`src/rtl/wb_master_pkg.sv`:
```
// Shared types for the Wishbone command master: FSM states, request record and the
// timeout counter width helper.
package wb_master_pkg;

    localparam int unsigned WB_AW = 32;
    localparam int unsigned WB_DW = 32;

    typedef enum logic [1:0] {
        IDLE = 2'd0,
        BUS  = 2'd1,
        RSP  = 2'd2
    } state_t;

    typedef struct packed {
        logic                 we;
        logic [WB_AW-1:0]     adr;
        logic [WB_DW-1:0]     dat;
        logic [WB_DW/8-1:0]   sel;
    } wb_req_t;

    function automatic int unsigned to_w(input int unsigned timeout_cyc);
        return $clog2(timeout_cyc + 1);
    endfunction

endpackage

```
`src/rtl/wb_timeout_ctr.sv`:
```
// Counts BUS cycles without an ack; expired_o flags the cycle whose count would reach
// TIMEOUT_CYC, so a cycle that never sees an ack lasts exactly TIMEOUT_CYC cycles.
module wb_timeout_ctr
    import wb_master_pkg::*;
#(
    parameter int unsigned TIMEOUT_CYC = 255
) (
    input  logic clk_i,
    input  logic rst_i,
    input  logic clear_i,
    input  logic enable_i,
    output logic expired_o
);

    localparam int unsigned CW = to_w(TIMEOUT_CYC);

    logic [CW-1:0] cnt_q;
    logic [CW-1:0] cnt_d;

    always_comb begin
        cnt_d = cnt_q;
        if (clear_i) begin
            cnt_d = '0;
        end else if (enable_i) begin
            cnt_d = cnt_q + 1'b1;
        end
    end

    always_ff @(posedge clk_i) begin
        if (rst_i) begin
            cnt_q <= '0;
        end else begin
            cnt_q <= cnt_d;
        end
    end

    assign expired_o = enable_i && (cnt_q == CW'(TIMEOUT_CYC - 1));

endmodule

```
`src/rtl/wb_cmd_master.sv`:
```
// Single-beat Wishbone classic initiator driven by a valid/ready command port.
// Define WB_MASTER_TIMEOUT_EN to abort cycles that see no ack within TIMEOUT_CYC cycles.
module wb_cmd_master
    import wb_master_pkg::*;
#(
    parameter int unsigned AW          = WB_AW,
    parameter int unsigned DW          = WB_DW,
    parameter int unsigned TIMEOUT_CYC = 255
) (
    input  logic            wb_clk_i,
    input  logic            wb_rst_i,
    input  logic            cmd_valid,
    output logic            cmd_ready,
    input  logic            cmd_we,
    input  logic [AW-1:0]   cmd_adr,
    input  logic [DW-1:0]   cmd_dat,
    input  logic [DW/8-1:0] cmd_sel,
    output logic            rsp_valid,
    input  logic            rsp_ready,
    output logic [DW-1:0]   rsp_dat,
    output logic            rsp_err,
    output logic            wbm_cyc_o,
    output logic            wbm_stb_o,
    output logic            wbm_we_o,
    output logic [AW-1:0]   wbm_adr_o,
    output logic [DW-1:0]   wbm_dat_o,
    output logic [DW/8-1:0] wbm_sel_o,
    input  logic [DW-1:0]   wbm_dat_i,
    input  logic            wbm_ack_i
);

    if (DW % 8 != 0) begin : g_dw_chk
        $error("wb_cmd_master: DW must be a multiple of 8");
    end
    if (TIMEOUT_CYC < 1) begin : g_to_chk
        $error("wb_cmd_master: TIMEOUT_CYC must be at least 1");
    end

    state_t          state_q, state_d;
    wb_req_t         req_q, req_d;
    logic [DW-1:0]   rsp_dat_q, rsp_dat_d;
    logic            to_clear;
    logic            to_en;
    logic            to_expired;

`ifdef WB_MASTER_TIMEOUT_EN
    logic rsp_err_q, rsp_err_d;

    wb_timeout_ctr #(
        .TIMEOUT_CYC (TIMEOUT_CYC)
    ) u_timeout_ctr (
        .clk_i     (wb_clk_i),
        .rst_i     (wb_rst_i),
        .clear_i   (to_clear),
        .enable_i  (to_en),
        .expired_o (to_expired)
    );
`else
    assign to_expired = 1'b0;
`endif

    always_comb begin
        state_d   = state_q;
        req_d     = req_q;
        rsp_dat_d = rsp_dat_q;
        to_clear  = 1'b0;
        to_en     = 1'b0;
`ifdef WB_MASTER_TIMEOUT_EN
        rsp_err_d = rsp_err_q;
`endif
        unique case (state_q)
            IDLE: begin
                if (cmd_valid) begin
                    state_d   = BUS;
                    req_d.we  = cmd_we;
                    req_d.adr = cmd_adr;
                    req_d.dat = cmd_dat;
                    req_d.sel = cmd_sel;
                    to_clear  = 1'b1;
                end
            end
            BUS: begin
                // Ack wins over a timeout that expires in the same cycle.
                if (wbm_ack_i) begin
                    state_d   = RSP;
                    rsp_dat_d = req_q.we ? '0 : wbm_dat_i;
`ifdef WB_MASTER_TIMEOUT_EN
                    rsp_err_d = 1'b0;
`endif
                end else begin
                    to_en = 1'b1;
                    if (to_expired) begin
                        state_d   = RSP;
                        rsp_dat_d = '0;
`ifdef WB_MASTER_TIMEOUT_EN
                        rsp_err_d = 1'b1;
`endif
                    end
                end
            end
            RSP: begin
                if (rsp_ready) begin
                    state_d = IDLE;
                end
            end
            default: state_d = IDLE;
        endcase
    end

    always_ff @(posedge wb_clk_i) begin
        if (wb_rst_i) begin
            state_q   <= IDLE;
            req_q     <= '0;
            rsp_dat_q <= '0;
`ifdef WB_MASTER_TIMEOUT_EN
            rsp_err_q <= 1'b0;
`endif
        end else begin
            state_q   <= state_d;
            req_q     <= req_d;
            rsp_dat_q <= rsp_dat_d;
`ifdef WB_MASTER_TIMEOUT_EN
            rsp_err_q <= rsp_err_d;
`endif
        end
    end

`ifdef WB_MASTER_TIMEOUT_EN
    assign rsp_err = rsp_err_q;
`else
    assign rsp_err = 1'b0;
`endif

    assign cmd_ready = (state_q == IDLE);
    assign rsp_valid = (state_q == RSP);
    assign rsp_dat   = rsp_dat_q;
    assign wbm_cyc_o = (state_q == BUS);
    assign wbm_stb_o = (state_q == BUS);
    assign wbm_we_o  = req_q.we;
    assign wbm_adr_o = req_q.adr;
    assign wbm_dat_o = req_q.dat;
    assign wbm_sel_o = req_q.sel;

endmodule

```
`config.mk`:
```
export PLATFORM = sky130hd
export DESIGN_NAME = wb_cmd_master
export DESIGN_NICKNAME = d
export VERILOG_FILES = /design/src/rtl/wb_master_pkg.sv /design/src/rtl/wb_timeout_ctr.sv /design/src/rtl/wb_cmd_master.sv
export SDC_FILE = /design/constraint.sdc
export NUM_CORES = 1
export LEC_CHECK = 0
export ABC_CLOCK_PERIOD_IN_PS = 1800
export BUFFER_PORTS_ARGS = -buffer_cell sky130_fd_sc_hd__buf_2
export CAP_MARGIN = 25
export CORE_MARGIN = 3
export CORE_UTILIZATION = 49
export CTS_BUF_LIST = sky130_fd_sc_hd__clkbuf_8
export DETAILED_ROUTE_END_ITERATION = 7
export PLACE_DENSITY = 0.88
export REMOVE_ABC_BUFFERS = 1
export SKIP_LAST_GASP = 1
export SYNTH_ARGS = -nofsm -noshare
export SYNTH_HDL_FRONTEND = slang
export SYNTH_SLANG_ARGS = --single-unit
export TNS_END_PERCENT = 50
```
`constraint.sdc`:
```
create_clock -name wb_clk_i -period 1.8 [get_ports wb_clk_i]
set_input_delay 0.18 -clock wb_clk_i [delete_from_list [all_inputs] [get_ports wb_clk_i]]
set_output_delay 0.18 -clock wb_clk_i [all_outputs]
set_load 0.005 [all_outputs]
```
* Word level (Yosys, flattened, before mapping)
Index checks and enable logic that the tools add are counted.
Widths: inputs -> output; s select.
** Word-level totals
- Logic and storage cells :: 20
- Bits in latches :: 0
- Register bits after elaboration :: 103
- Memory bits (writable) :: 0
- ROM bits :: 0
- Memories :: 0
** Cells by class
- Muxes and demuxes :: 5
- Multipliers :: 0
- Bitwise operators :: 0
- Divide/modulo/power cells :: 0
- Equal/unequal tests :: 5
- Add/subtract/negate cells :: 0
- Reductions and logical operators :: 4
- Shift operators :: 0
- Order comparisons :: 0
** Operators by type and width (count)
- $mux 32 :: 1
- $mux 2 :: 3
- $pmux 2 s3 :: 1
- $ne 2x1->1 const B :: 2
- $reduce_and 2->1 :: 2
- $reduce_and 3->1 :: 1
- $eq 2x1->1 const B :: 1
- $eq 2x2->1 const B :: 1
- $logic_not 2->1 :: 1
- $ne 2x2->1 const B :: 1

* Depth between registers and ports, before layout
Gate-level depths: netlist (run 1).
- Depth after elaboration :: 3
- Mapped depth :: 4
- Depth with buffers taken out :: 2

* Worst setup path after synthesis (run 1)
No wires, ideal clock.
- Path type :: register -> register
- From :: reg state_q[1]
- To :: reg req_q, in the netlist wbm_adr_o[0]
- Required time :: 1728 ps
- Clock period less this slack :: 1102 ps
- Cell stages (with the launch flop) :: 5
- Arrival :: 1031 ps
- Setup slack :: 698 ps
- Cell sequence :: dfxtp_1 > nor3b_1 > buf_4 > buf_6 > mux2i_1
** Between the ends
- Cells in the longest elaborated chain, start to end :: 2
** Ends and longest elaborated chain
- from (decl) :: line wb_cmd_master.sv:39 : state_t state_q, state_d;
- from (signal assigned) :: line wb_cmd_master.sv:119 : state_q <= state_d;
- $logic_not 2->1
- $reduce_and 2->1 (no source line)
- to (signal assigned) :: line wb_cmd_master.sv:120 : req_q <= req_d;
- to (decl) :: line wb_cmd_master.sv:40 : wb_req_t req_q, req_d;
Every way passes these cells.
A chain may end at the register's enable or synchronous reset.

* Final worst setup path (run 1)
- From :: reg state_q[1]
- To :: reg req_q, in the netlist wbm_adr_o[28]
The elaborated chain is that of the path after synthesis.

==> results of run 1 <==
[worst max-delay path, delay by kind of cell (launching register included)]
family	cells	cell delay, ns
simple gates	1	0.40
buf+inv	1	0.33
mux	1	0.23
flops	1	0.37
[power by group]
part / switching, mW / internal, mW / leakage [nW]
Sequential: 0.0764 / 2.42 / 0.843
Clock: 0.783 / 0.635 / 0.0978
Combinational: 0.345 / 0.434 / 1.88
[cell usage after synthesis]
cell type	count
clkbuf_1	23
mux2i_1	101
nor2b_1	2
and3b_1	1
o21ba_2	2
nor2_1	1
conb_1	1
nand2b_1	170
buf_6	11
buf_2	2
or3b_1	32
buf_4	3
nor3b_1	3
dfxtp_1	103
[per-stage QoR]
stage / setup TNS, ns / hold WS [ns] / util (%)
2_1_floorplan: -456.16 / 0.335 / -
3_3_place_gp: 0 / 0.441 / 62.3
3_5_place_dp: 0 / 0.451 / 62.3
4_1_cts: 0 / 0.0511 / 64.4
5_1_grt: 0 / 0.0507 / 64.4
6_report: 0 / 0.0737 / 64.4
[final cells by class]
cell class / count / area share, %
sequential: 103 / 34.3
multi-input combinational: 313 / 40.5
clock buffer: 9 / 2.06
tap: 129 / 2.69
clock inverter: 7 / 1.10
timing repair buffer: 219 / 19.3
[logic make-up (layout without fill, tap and decap cells)]
| logic type | Yosys count | after routing |
|---|---|---|
| flops | 103 | 103 |
| compound gates | 2 | 2 |
| buf+inv | 39 | 235 |
| mux | 101 | 101 |
| simple gates | 209 | 209 |
| other cells | 1 | 1 |
[worst min-delay path by stage]
stage	start	to	slack, ns	cells past startpoint
after global placement	cmd_adr[8]	wbm_adr_o[8]$_SDFFE_PP0P_	0.44	3
after CTS	cmd_dat[0]	wbm_dat_o[0]$_SDFFE_PP0P_	0.05	3
after floorplan	cmd_adr[0]	wbm_adr_o[0]$_SDFFE_PP0P_	0.33	2
final	cmd_dat[0]	wbm_dat_o[0]$_SDFFE_PP0P_	0.07	3
after detailed placement	cmd_dat[0]	wbm_dat_o[0]$_SDFFE_PP0P_	0.45	3
after global routing	cmd_dat[9]	wbm_dat_o[9]$_SDFFE_PP0P_	0.05	3
[state kept, by name (all words and copies together) (netlist names)]
name and flops:
rsp_dat 32, state_q 2, wbm_adr_o 32, wbm_dat_o 32, wbm_sel_o 4, wbm_we_o 1
[per-layer routing]
metal / up-vias / wire, um / global-route usage (%)
li1: 1867 / - / -
met1: 1696 / 4390 / 21.5
met2: 99 / 5920 / 36.2
met3: 22 / 409 / 3.66
met4: 0 / 280 / 8.74
met5: - / 0 / 0
==> insert_results.sql, run 1 <==
INSERT INTO impl_metrics (metric_group, metric, value, unit) VALUES
('power_and_ir_drop', 'pwr_density', '782', 'nW/um2'),
('logic_synthesis', 'fraction_of_synthesized_area_in_multiplexers', '21.4', '%'),
('logic_synthesis', 'synth_top_family_by_area', 'simple AND/OR/NAND/NOR gates', ''),
('clocking', 'htree_num_levels', '3', ''),
('clocking', 'clock_insertion_delay_worst_skew', '0.35', 'ns'),
('grt', 'largest_net_degree_at_the_start_of_global_routing', '76', ''),
('logic_synthesis', 'synth.area.top_cells', 'dfxtp_1 (44%), nand2b_1 (22%), mux2i_1 (21%)', ''),
('floorplanning', 'floorplan.core_area', '9330', 'um2'),
('floorplanning', 'placementRows', '35', ''),
('floorplanning', 'floorplan.die.height', '104', 'um'),
('timing', 'layout_setup_ws', '0.365', 'ns'),
('layout', 'fillCellCount', '780', ''),
('routing', 'wl', '11.0', 'mm'),
('logic_synthesis', 'synth_top_cell_area_share', '43.6', '%'),
('logic_synthesis', 'xor_xnor_fraction_of_synth_area', '0', '%'),
('timing', 'slew_viol_final', '0', ''),
('critical_path', 'worst-endpoint-required', '2.07', 'ns'),
('run_status', 'status', 'finished clean', ''),
('critical_path', 'worstSetupPathType', 'flop to flop', ''),
('logic_synthesis', 'share_of_synthesized_cell_area_in_and_or_nand_and_nor_gates', '29.4', '%'),
('critical_path', 'critPathLaunchType', 'flop', ''),
('timing', 'finalCriticalPeriod', '1.44', 'ns'),
('placed_design', 'placed_area', '5810', 'um2'),
('layout', 'areaGrowthSynthToFinish', '26.9', '%'),
('critical_path', 'crit_path_max_fanout', '43', ''),
('critical_path', 'worstSetupStartpoint', 'state_q[1]$_SDFFE_PP0P_', ''),
('floorplanning', 'initial_utilization', '50.7', '%'),
('routing', 'drt_pass1_iterations', '4', ''),
('critical_path', 'worst_path_largest_cell_delay', '0.40', 'ns'),
('placed_design', 'gp_congestion', '0.752', ''),
('layout', 'post_route_cells_drive_above_1_share', '36.4', '%'),
('placed_design', 'dp_cells', '764', ''),
('clocking', 'cts_made_buffers', '9', ''),
('floorplanning', 'fp.dieArea', '10900', 'um2'),
('timing', 'report.final.setup_viol', '0', ''),
('logic_synthesis', 'post_synth_num_cell_types', '14', ''),
('clocking', 'cts-root-buf', 'clkbuf_8', ''),
('critical_path', 'worst_path_max_delay_cell', 'nor3b_2', ''),
('placed_design', 'numPortBuffers', '210', ''),
('logic_synthesis', 'synth_area', '4730', 'um2'),
('logic_synthesis', 'average_size_of_a_mapped_cell', '10.4', 'um2'),
('logic_synthesis', 'ff_latch_count_synth', '103', ''),
('critical_path', 'worst_r2r_path_depth', '3', ''),
('floorplanning', 'die_width', '104', 'um'),
('routing', 'post_drt_wl_per_cell', '14.1', 'um'),
('timing', 'finalHoldViolCount', '0', ''),
('layout', 'multiInputGateArea', '2430', 'um2'),
('critical_path', 'setup.worst_path.end_class', 'flop', ''),
('clocking', 'clkTransAtPathRegs', '0.11', 'ns'),
('routing', 'vias_cell', '4.72', ''),
('critical_path', 'critical_path.cell_chain', 'nor3b_2, buf_12, mux2i_1', ''),
('routing', 'drt_drc_violations_left', '0', ''),
('grt', 'grt_pass1_vias', '3678', ''),
('clocking', 'clock-sinks', '103', ''),
('clocking', 'postCtsResizedCells', '0', ''),
('layout', 'filler_free_cell_count_of_the_finished_design', '780', ''),
('critical_path', 'arrival', '1.70', 'ns'),
('power_and_ir_drop', 'ir_worst_vdd', '0.000432', 'V'),
('job', 'cap_viol_max_count', '0', ''),
('timing', 'rsz0062_at_grt', 'false', ''),
('logic_synthesis', 'synth_warnings', '0', ''),
('clocking', 'cts_max_path_buffers', '2', ''),
('clocking', 'cts_hold_buf', '0', ''),
('logic_synthesis', 'synth-adder-area-share', '0', '%'),
('grt', 'gr-total-overflow', '0', ''),
('critical_path', 'timing.rr.start', 'state_q[1]$_SDFFE_PP0P_', ''),
('layout', 'final_cell_area', '6000', 'um2'),
('routing', 'final_antenna_net_count', '0', ''),
('power_and_ir_drop', 'leakage', '2.83', 'nW'),
('floorplanning', 'io_pins', '212', ''),
('logic_synthesis', 'synth_compound_gate_area_share', '0.423', '%');
Note: power is estimated with default switching activity, not from simulation.
==> inputs of run 2 (changes only) <==
ABC_AREA = 1   (was unset)
ABC_CLOCK_PERIOD_IN_PS = 1300   (was 1800)
CORE_UTILIZATION = 44   (was 49)
PLACE_DENSITY = 0.83   (was 0.88)
clock period = 1.3 ns   (was 1.8 ns; I/O delays follow)
==> run 2 against run 1 <==
Effect of this change: setup slack got worse by 0.31 ns; via count rose by 31%; final cell count rose by 38%; sequential share of layout area fell by 1.4 points; sequential cell count did not move; synthesized area fell by 0.19%; utilization fell by 3.9 points; global-route usage fell by 0.27 points; count of clock-buffer cells in the layout rose by 1; hold slack got worse by 0.054 ns; non-clock buffer count rose by 18; critical path depth did not move; critical endpoint is now cmd_ready; largest cell class is now flip-flops and latches.
==> insert_results.sql, run 2 <==
INSERT INTO impl_metrics (metric_group, metric, value, unit) VALUES
('floorplanning', 'initial_utilization', '45.5', '%'),
('power_and_ir_drop', 'share_seq_of_total_power', '49.6', '%'),
('layout', 'most_used_cells_in_the_layout_excluding_fill_and_tap_cells', 'buf_2 (209), nor2_1 (167), inv_1 (137)', ''),
('placed_design', 'gp_congestion', '0.752', ''),
('floorplanning', 'floorplan.die.height', '110', 'um'),
('layout', 'diodes', '0', ''),
('timing', 'fmaxAchievable', '0.806', 'GHz'),
('power_and_ir_drop', 'pwr_density', '1140', 'nW/um2'),
('min_path', 'hp-class', 'input port to flop', ''),
('placed_design', 'dp_slack', '0.128', 'ns'),
('routing', 'vias_cell', '4.47', ''),
('logic_synthesis', 'ff_latch_count_synth', '103', ''),
('layout', 'multiInputGateArea', '1860', 'um2'),
('critical_path', 'critPathLaunchType', 'flop', ''),
('critical_path', 'worst-endpoint-required', '1.17', 'ns'),
('floorplanning', 'die_width', '110', 'um'),
('job', 'cap_viol_max_count', '0', ''),
('grt', 'grt_first_pass_wirelength', '18.6', 'mm'),
('timing', 'fin_tns_setup', '0', 'ns'),
('critical_path', 'crit_path_max_fanout', '9', ''),
('logic_synthesis', 'synth_edf_count', '0', ''),
('timing', 'slew_viol_final', '0', ''),
('critical_path', 'critPathTopFamily', 'flip-flops', ''),
('layout', 'fillCellCount', '990', ''),
('critical_path', 'crit_buf_inv', '2', ''),
('grt', 'antenna_violations_before_repair', '1', ''),
('floorplanning', 'placementRows', '37', ''),
('logic_synthesis', 'synth.cells.most_frequent', 'nor2_1 (167), inv_1 (138), nand2_1 (136)', ''),
('critical_path', 'timing.rr.start', 'state_q[1]$_SDFFE_PP0P_', ''),
('power_and_ir_drop', 'switchingPower', '2.01', 'mW'),
('routing', 'post_drt_wl_per_cell', '11.2', 'um'),
('routing', 'wl', '12.1', 'mm'),
('clocking', 'htree_num_levels', '3', ''),
('timing', 'final.period_utilization', '95.5', '%'),
('placed_design', 'numPortBuffers', '210', ''),
('routing', 'final_antenna_net_count', '0', ''),
('floorplanning', 'floorplan.core_area', '10400', 'um2'),
('critical_path', 'arrival', '1.11', 'ns'),
('logic_synthesis', 'yosys.cell_count.top_type', 'nor2_1', ''),
('min_path', 'holdCritStartpoint', 'rsp_ready', ''),
('layout', 'final_cell_area', '6270', 'um2'),
('layout', 'areaGrowthSynthToFinish', '32.9', '%'),
('grt', 'largest_net_degree_at_the_start_of_global_routing', '66', ''),
('critical_path', 'worst_path_largest_cell_delay', '0.35', 'ns'),
('placed_design', 'detailed_place_hpwl', '8.24', 'mm'),
('layout', 'area.sequential', '2060', 'um2'),
('layout', 'post_route_cells_drive_above_1_share', '27.3', '%'),
('logic_synthesis', 'post_synth_inst_count', '741', ''),
('timing', 'skew', '0.00723', 'ns'),
('logic_synthesis', 'synth_warnings', '0', ''),
('timing', 'layout_setup_ws', '0.0585', 'ns'),
('power_and_ir_drop', 'gate_power_share', '22.5', '%'),
('routing', 'route.vias.total', '4808', ''),
('logic_synthesis', 'post_synth_num_cell_types', '13', ''),
('timing', 'report.final.setup_viol', '0', ''),
('clocking', 'cts_made_buffers', '9', ''),
('logic_synthesis', 'synth_area', '4720', 'um2'),
('critical_path', 'worstSetupPathType', 'flop to output pin', ''),
('clocking', 'clock-sinks', '103', ''),
('routing', 'drt-initial-drc-count', '381', ''),
('clocking', 'clkTransAtPathRegs', '0.09', 'ns'),
('routing', 'drt_drc_violations_left', '0', ''),
('timing', 'rsz0062_at_grt', 'true', ''),
('clocking', 'cts_max_path_buffers', '2', ''),
('logic_synthesis', 'synth_top_cell_area_share', '43.7', '%'),
('grt', 'total_routing_usage_reported_by_global_routing', '19.3', '%'),
('floorplanning', 'fp.dieArea', '12000', 'um2'),
('power_and_ir_drop', 'p_clk_share', '27.9', '%'),
('layout', 'leading_cell_type_in_the_layout_fill_and_taps_excluded', 'buf_2', ''),
('critical_path', 'worst_path_max_delay_cell', 'dfxtp_2', ''),
('power_and_ir_drop', 'leakage', '3.81', 'nW'),
('placed_design', 'placed_area', '5940', 'um2'),
('critical_path', 'worstReg2RegEnd', 'wbm_sel_o[0]$_SDFFE_PP0P_', ''),
('logic_synthesis', 'synthFlopType', 'dfxtp_1', ''),
('min_path', 'min_to', 'state_q[1]$_SDFFE_PP0P_', ''),
('floorplanning', 'io_pins', '212', ''),
('critical_path', 'setup.worst_path.end_class', 'output pin', ''),
('run_status', 'status', 'finished clean', ''),
('grt', 'gr-total-overflow', '0', ''),
('layout', 'fin_util', '60.5', '%'),
('clocking', 'clock_tree_from_tritoncts', 'built', ''),
('grt', 'grt_pass1_vias', '4071', ''),
('power_and_ir_drop', 'internal_power', '5.13', 'mW'),
('logic_synthesis', 'sequential_to_total_area_share_from_yosys_stat', '43.7', '%'),
('logic_synthesis', 'async_flop_share', '0', '%'),
('timing', 'finalCriticalPeriod', '1.24', 'ns'),
('critical_path', 'worst_r2r_path_depth', '6', ''),
('power_and_ir_drop', 'swShare', '28.2', '%'),
('layout', 'fin_nets', '1041', ''),
('critical_path', 'critical_path.cell_chain', 'nor2_4, buf_12, buf_2', ''),
('critical_path', 'r2r_setup_slack', '0.06', 'ns'),
('min_path', 'hold_path_stages', '4', ''),
('power_and_ir_drop', 'ir_worst_vdd', '0.000556', 'V'),
('timing', 'finalHoldViolCount', '0', ''),
('clocking', 'clock_insertion_delay_worst_skew', '0.35', 'ns'),
('logic_synthesis', 'post-synth-top-area-cell', 'dfxtp_1', ''),
('logic_synthesis', 'average_size_of_a_mapped_cell', '6.37', 'um2'),
('logic_synthesis', 'synth.area.top_cells', 'dfxtp_1 (44%), nor2_1 (13%), inv_1 (11%)', ''),
('clocking', 'cts-root-buf', 'clkbuf_8', ''),
('routing', 'drt_pass1_iterations', '6', '');
## run 2: metrics by stage
step	hold WS [ns]	instances	power, mW
2_1_floorplan	0.199	687	4.38
3_5_place_dp	0.336	1051	5.12
3_3_place_gp	0.333	1051	5.09
6_report	0.0202	1076	7.14
5_1_grt	0.0300	1076	7.59
4_1_cts	0.00709	1073	7.20
## run 2: cell families after synthesis
group           after synthesis  synth area share, %
other cells                   1               0.0794
flops                       103                 43.7
buf+inv                     192                 17.1
simple gates                374                 31.6
compound gates               71                 7.53
## run 2: repair_timing
| action | 4_1_cts | 5_1_grt |
|---|---|---|
| gates cloned | 3 | 0 |
| resized for setup | 1 | 1 |
| pin swaps | 1 | 1 |
| hold buffers | 1 | 0 |
| hold endpoints to repair | 2 | 0 |
| endpoints found under the setup margin | 3 | 5 |
| setup buffers | 3 | 3 |
## run 2: worst max path at each step
stage	start	end	slack (ns)	depth (start not counted)
6_report	state_q[1]$_SDFFE_PP0P_	cmd_ready	0.06	3
5_1_grt	state_q[1]$_SDFFE_PP0P_	cmd_ready	-0.02	3
4_1_cts	state_q[0]$_SDFFE_PP0P_	cmd_ready	0.00009	3
3_5_place_dp	state_q[0]$_SDFFE_PP0P_	wbm_adr_o[16]$_SDFFE_PP0P_	0.13	6
3_3_place_gp	state_q[1]$_SDFFE_PP0P_	wbm_adr_o[16]$_SDFFE_PP0P_	0.16	6
2_1_floorplan	state_q[1]$_SDFFE_PP0P_	wbm_adr_o[0]$_SDFFE_PP0P_	-2.05	4
## run 2: final cells by class
cell class | count | area share, %
Multi-Input combinational cell | 446 | 29.7
Sequential cell | 103 | 32.9
Inverter | 138 | 8.28
Tap cell | 136 | 2.71
Clock inverter | 6 | 0.957
Timing Repair Buffer | 237 | 23.3
Clock buffer | 10 | 2.19
## run 2: worst reg2reg max path, cell delays in order (launching register included)
cell,delay [ns]
dfxtp_2,0.35
nor2_4,0.16
buf_4,0.16
bufbuf_16,0.29
nand3_1,0.08
nand2_1,0.07
nor2_1,0.04
## run 2: layer usage
| layer | vias up | GRT usage, % | part of all wire [%] |
|---|---|---|---|
| met5 | - | 0 | 0.11 |
| met4 | 2 | 6.06 | 1.4 |
| met3 | 15 | 5.93 | 9.9 |
| met2 | 159 | 31.8 | 46 |
| met1 | 2054 | 24.1 | 42 |
| li1 | 2578 | - | - |
## run 2: power by group through the flow
stage	sequential [mW]	clock (mW)	combinational (mW)
final	3.54	1.99	1.61
after global routing	3.58	2.19	1.83
after CTS	3.54	2.05	1.61
after detailed placement	3.61	0	1.51
after global placement	3.61	0	1.48
after floorplan	3.65	0	0.720
==> inputs of run 3 (changes only) <==
ABC_CLOCK_PERIOD_IN_PS = 1200   (was 1300)
CORE_UTILIZATION = 49   (was 44)
PLACE_DENSITY = 0.88   (was 0.83)
clock period = 1.2 ns   (was 1.3 ns; I/O delays follow)
==> run 3 against run 2 <==
Effect of this change: the flow now finishes with violations (negative setup slack); final cell count about the same; critical endpoint unchanged; critical path depth rose by 1; first-iteration DRC count decreased by 42%; count of clock-buffer cells in the layout is the same; clock skew increased by 0.0023 ns; global-route usage rose by 1.4 points; sequential cell count is the same; die area decreased by 9.7%; clock power increased by 13%.
==> insert_results.sql, run 3 (synthesis gave the netlist of run 2 again) <==
INSERT INTO impl_metrics (metric_group, metric, value, unit) VALUES
('grt', 'gr-total-overflow', '0', ''),
('critical_path', 'arrival', '1.14', 'ns'),
('clocking', 'clock_insertion_delay_worst_skew', '0.35', 'ns'),
('placed_design', 'placed_area', '5920', 'um2'),
('timing', 'fmaxAchievable', '0.792', 'GHz'),
('placed_design', 'numPortBuffers', '210', ''),
('critical_path', 'crit_path_max_fanout', '3', ''),
('run_status', 'violations', 'negative setup slack', ''),
('routing', 'vias_cell', '4.56', ''),
('clocking', 'cts_max_path_buffers', '2', ''),
('clocking', 'cts-root-buf', 'clkbuf_8', ''),
('grt', 'globalRouteMet1Util', '26.3', '%'),
('layout', 'diodes', '0', ''),
('layout', 'leading_cell_type_in_the_layout_fill_and_taps_excluded', 'buf_2', ''),
('routing', 'final_antenna_net_count', '0', ''),
('clocking', 'cts_made_buffers', '9', ''),
('critical_path', 'worst_r2r_path_depth', '7', ''),
('clocking', 'clock_tree_from_tritoncts', 'built', ''),
('routing', 'drt_pass1_iterations', '4', ''),
('timing', 'finalCriticalPeriod', '1.26', 'ns'),
('grt', 'largest_net_degree_at_the_start_of_global_routing', '81', ''),
('routing', 'drt_drc_violations_left', '0', ''),
('placed_design', 'detailed_place_hpwl', '8.12', 'mm'),
('timing', 'final.period_utilization', '105', '%'),
('layout', 'fin_nets', '1049', ''),
('layout', 'areaGrowthSynthToFinish', '38.7', '%'),
('layout', 'filler_free_cell_count_of_the_finished_design', '1077', ''),
('power_and_ir_drop', 'gate_power_share', '23.7', '%'),
('clocking', 'clkTransAtPathRegs', '0.10', 'ns'),
('timing', 'report.final.setup_viol', '38', ''),
('clocking', 'clock-sinks', '103', ''),
('timing', 'skew', '0.00948', 'ns'),
('floorplanning', 'floorplan.core_area', '9280', 'um2'),
('floorplanning', 'fp.dieArea', '10900', 'um2'),
('critical_path', 'setup.worst_path.end_class', 'output pin', ''),
('grt', 'total_routing_usage_reported_by_global_routing', '20.7', '%'),
('layout', 'final_cell_area', '6550', 'um2'),
('grt', 'grt_pass1_vias', '4156', ''),
('timing', 'rsz0062_at_grt', 'true', ''),
('placed_design', 'dp_slack', '0.0980', 'ns'),
('grt', 'grt.met2_usage', '35.6', '%'),
('grt', 'antenna_violations_before_repair', '0', ''),
('floorplanning', 'io_pins', '212', ''),
('run_status', 'status', 'finished, violations left', ''),
('power_and_ir_drop', 'finalPower', '7.96', 'mW'),
('power_and_ir_drop', 'switchingPower', '2.31', 'mW'),
('floorplanning', 'floorplan.die.height', '104', 'um'),
('job', 'cap_viol_max_count', '0', ''),
('routing', 'drt-initial-drc-count', '220', ''),
('grt', 'gr-usage-met3', '5.52', '%'),
('power_and_ir_drop', 'leakage', '3.90', 'nW'),
('grt', 'grt_first_pass_wirelength', '19.2', 'mm'),
('power_and_ir_drop', 'ir_worst_vdd', '0.000795', 'V'),
('timing', 'layout_setup_ws', '-0.0629', 'ns'),
('layout', 'post_route_cells_drive_above_1_share', '30.1', '%'),
('grt', 'grt_most_used_layer', 'met2', ''),
('power_and_ir_drop', 'swShare', '29.0', '%'),
('placed_design', 'gp_congestion', '0.790', ''),
('min_path', 'hold_path_stages', '4', ''),
('power_and_ir_drop', 'pwr_density', '1220', 'nW/um2'),
('timing', 'finalHoldViolCount', '0', ''),
('critical_path', 'critPathLaunchType', 'flop', ''),
('layout', 'most_used_cells_in_the_layout_excluding_fill_and_tap_cells', 'buf_2 (208), nor2_1 (162), inv_1 (136)', ''),
('placed_design', 'dp_cells', '1043', ''),
('critical_path', 'worst-endpoint-required', '1.08', 'ns'),
('floorplanning', 'initial_utilization', '50.9', '%'),
('floorplanning', 'die_width', '104', 'um'),
('routing', 'wl', '12.7', 'mm'),
('critical_path', 'worstSetupPathType', 'flop to output pin', ''),
('layout', 'fin_util', '70.5', '%'),
('timing', 'slew_viol_final', '0', ''),
('power_and_ir_drop', 'share_seq_of_total_power', '48.2', '%'),
('clocking', 'htree_num_levels', '3', ''),
('routing', 'post_drt_wl_per_cell', '11.8', 'um'),
('floorplanning', 'placementRows', '35', ''),
('power_and_ir_drop', 'p_clk_share', '28.1', '%'),
('power_and_ir_drop', 'internal_power', '5.66', 'mW'),
('routing', 'route.vias.total', '4914', ''),
('min_path', 'hp-class', 'input port to flop', '');
-- run 3: final timing paths --
check | endpoint | slack (ns) | startpoint
max | cmd_ready | -0.06 | state_q[1]$_SDFFE_PP0P_
min | state_q[1]$_SDFFE_PP0P_ | 0.03 | rsp_ready
max reg2reg | rsp_dat[2]$_SDFFE_PP0P_ | -0.06 | state_q[0]$_SDFFE_PP0P_
min reg2reg | wbm_dat_o[3]$_SDFFE_PP0P_ | 0.48 | wbm_dat_o[3]$_SDFFE_PP0P_
-- run 3: routing by layer --
| layer | vias to the layer above | part of all wire, % |
|---|---|---|
| met2 | 147 | 50 |
| li1 | 2601 | - |
| met5 | - | 0 |
| met1 | 2157 | 42 |
| met4 | 0 | 0.75 |
| met3 | 9 | 6.7 |
-- run 3: layout make-up --
class                      count  area (um2)
tap                          129         161
clock inverter                 6        68.8
timing repair buffer         245        1640
sequential                   103        2070
clock buffer                  10         138
inverter                     138         520
fill                         802        2740
multi-input combinational    446        1950
-- run 3: repair_timing --
action	4_1_cts	5_1_grt
setup endpoints to repair	4	103
endpoints found under the hold margin	2	0
hold buffers	1	0
resized for setup	10	35
cloned	1	8
pin swaps	2	8
setup buffers	8	0
-- run 3: critical path: stages, from the launching register on --
cell and delay (ns):
dfxtp_4 0.37, nor2_4 0.12, buf_12 0.12, buf_16 0.10, buf_6 0.08
-- run 3: metrics by stage --
step	TNS [ns]	hold slack, ns
finish	-0.803	0.0333
global route	-5.42	0.0419
CTS	-0.819	0.00526
detailed placement	0	0.328
global placement	0	0.323
floorplan	-177.28	0.189
-- run 3: power groups by stage --
stage	Clock, mW	Combinational, mW	Sequential (mW)
CTS	2.31	1.73	3.84
global route	2.41	2.11	3.87
floorplan	0	0.780	3.96
finish	2.24	1.89	3.84
detailed placement	0	1.64	3.91
global placement	0	1.61	3.90
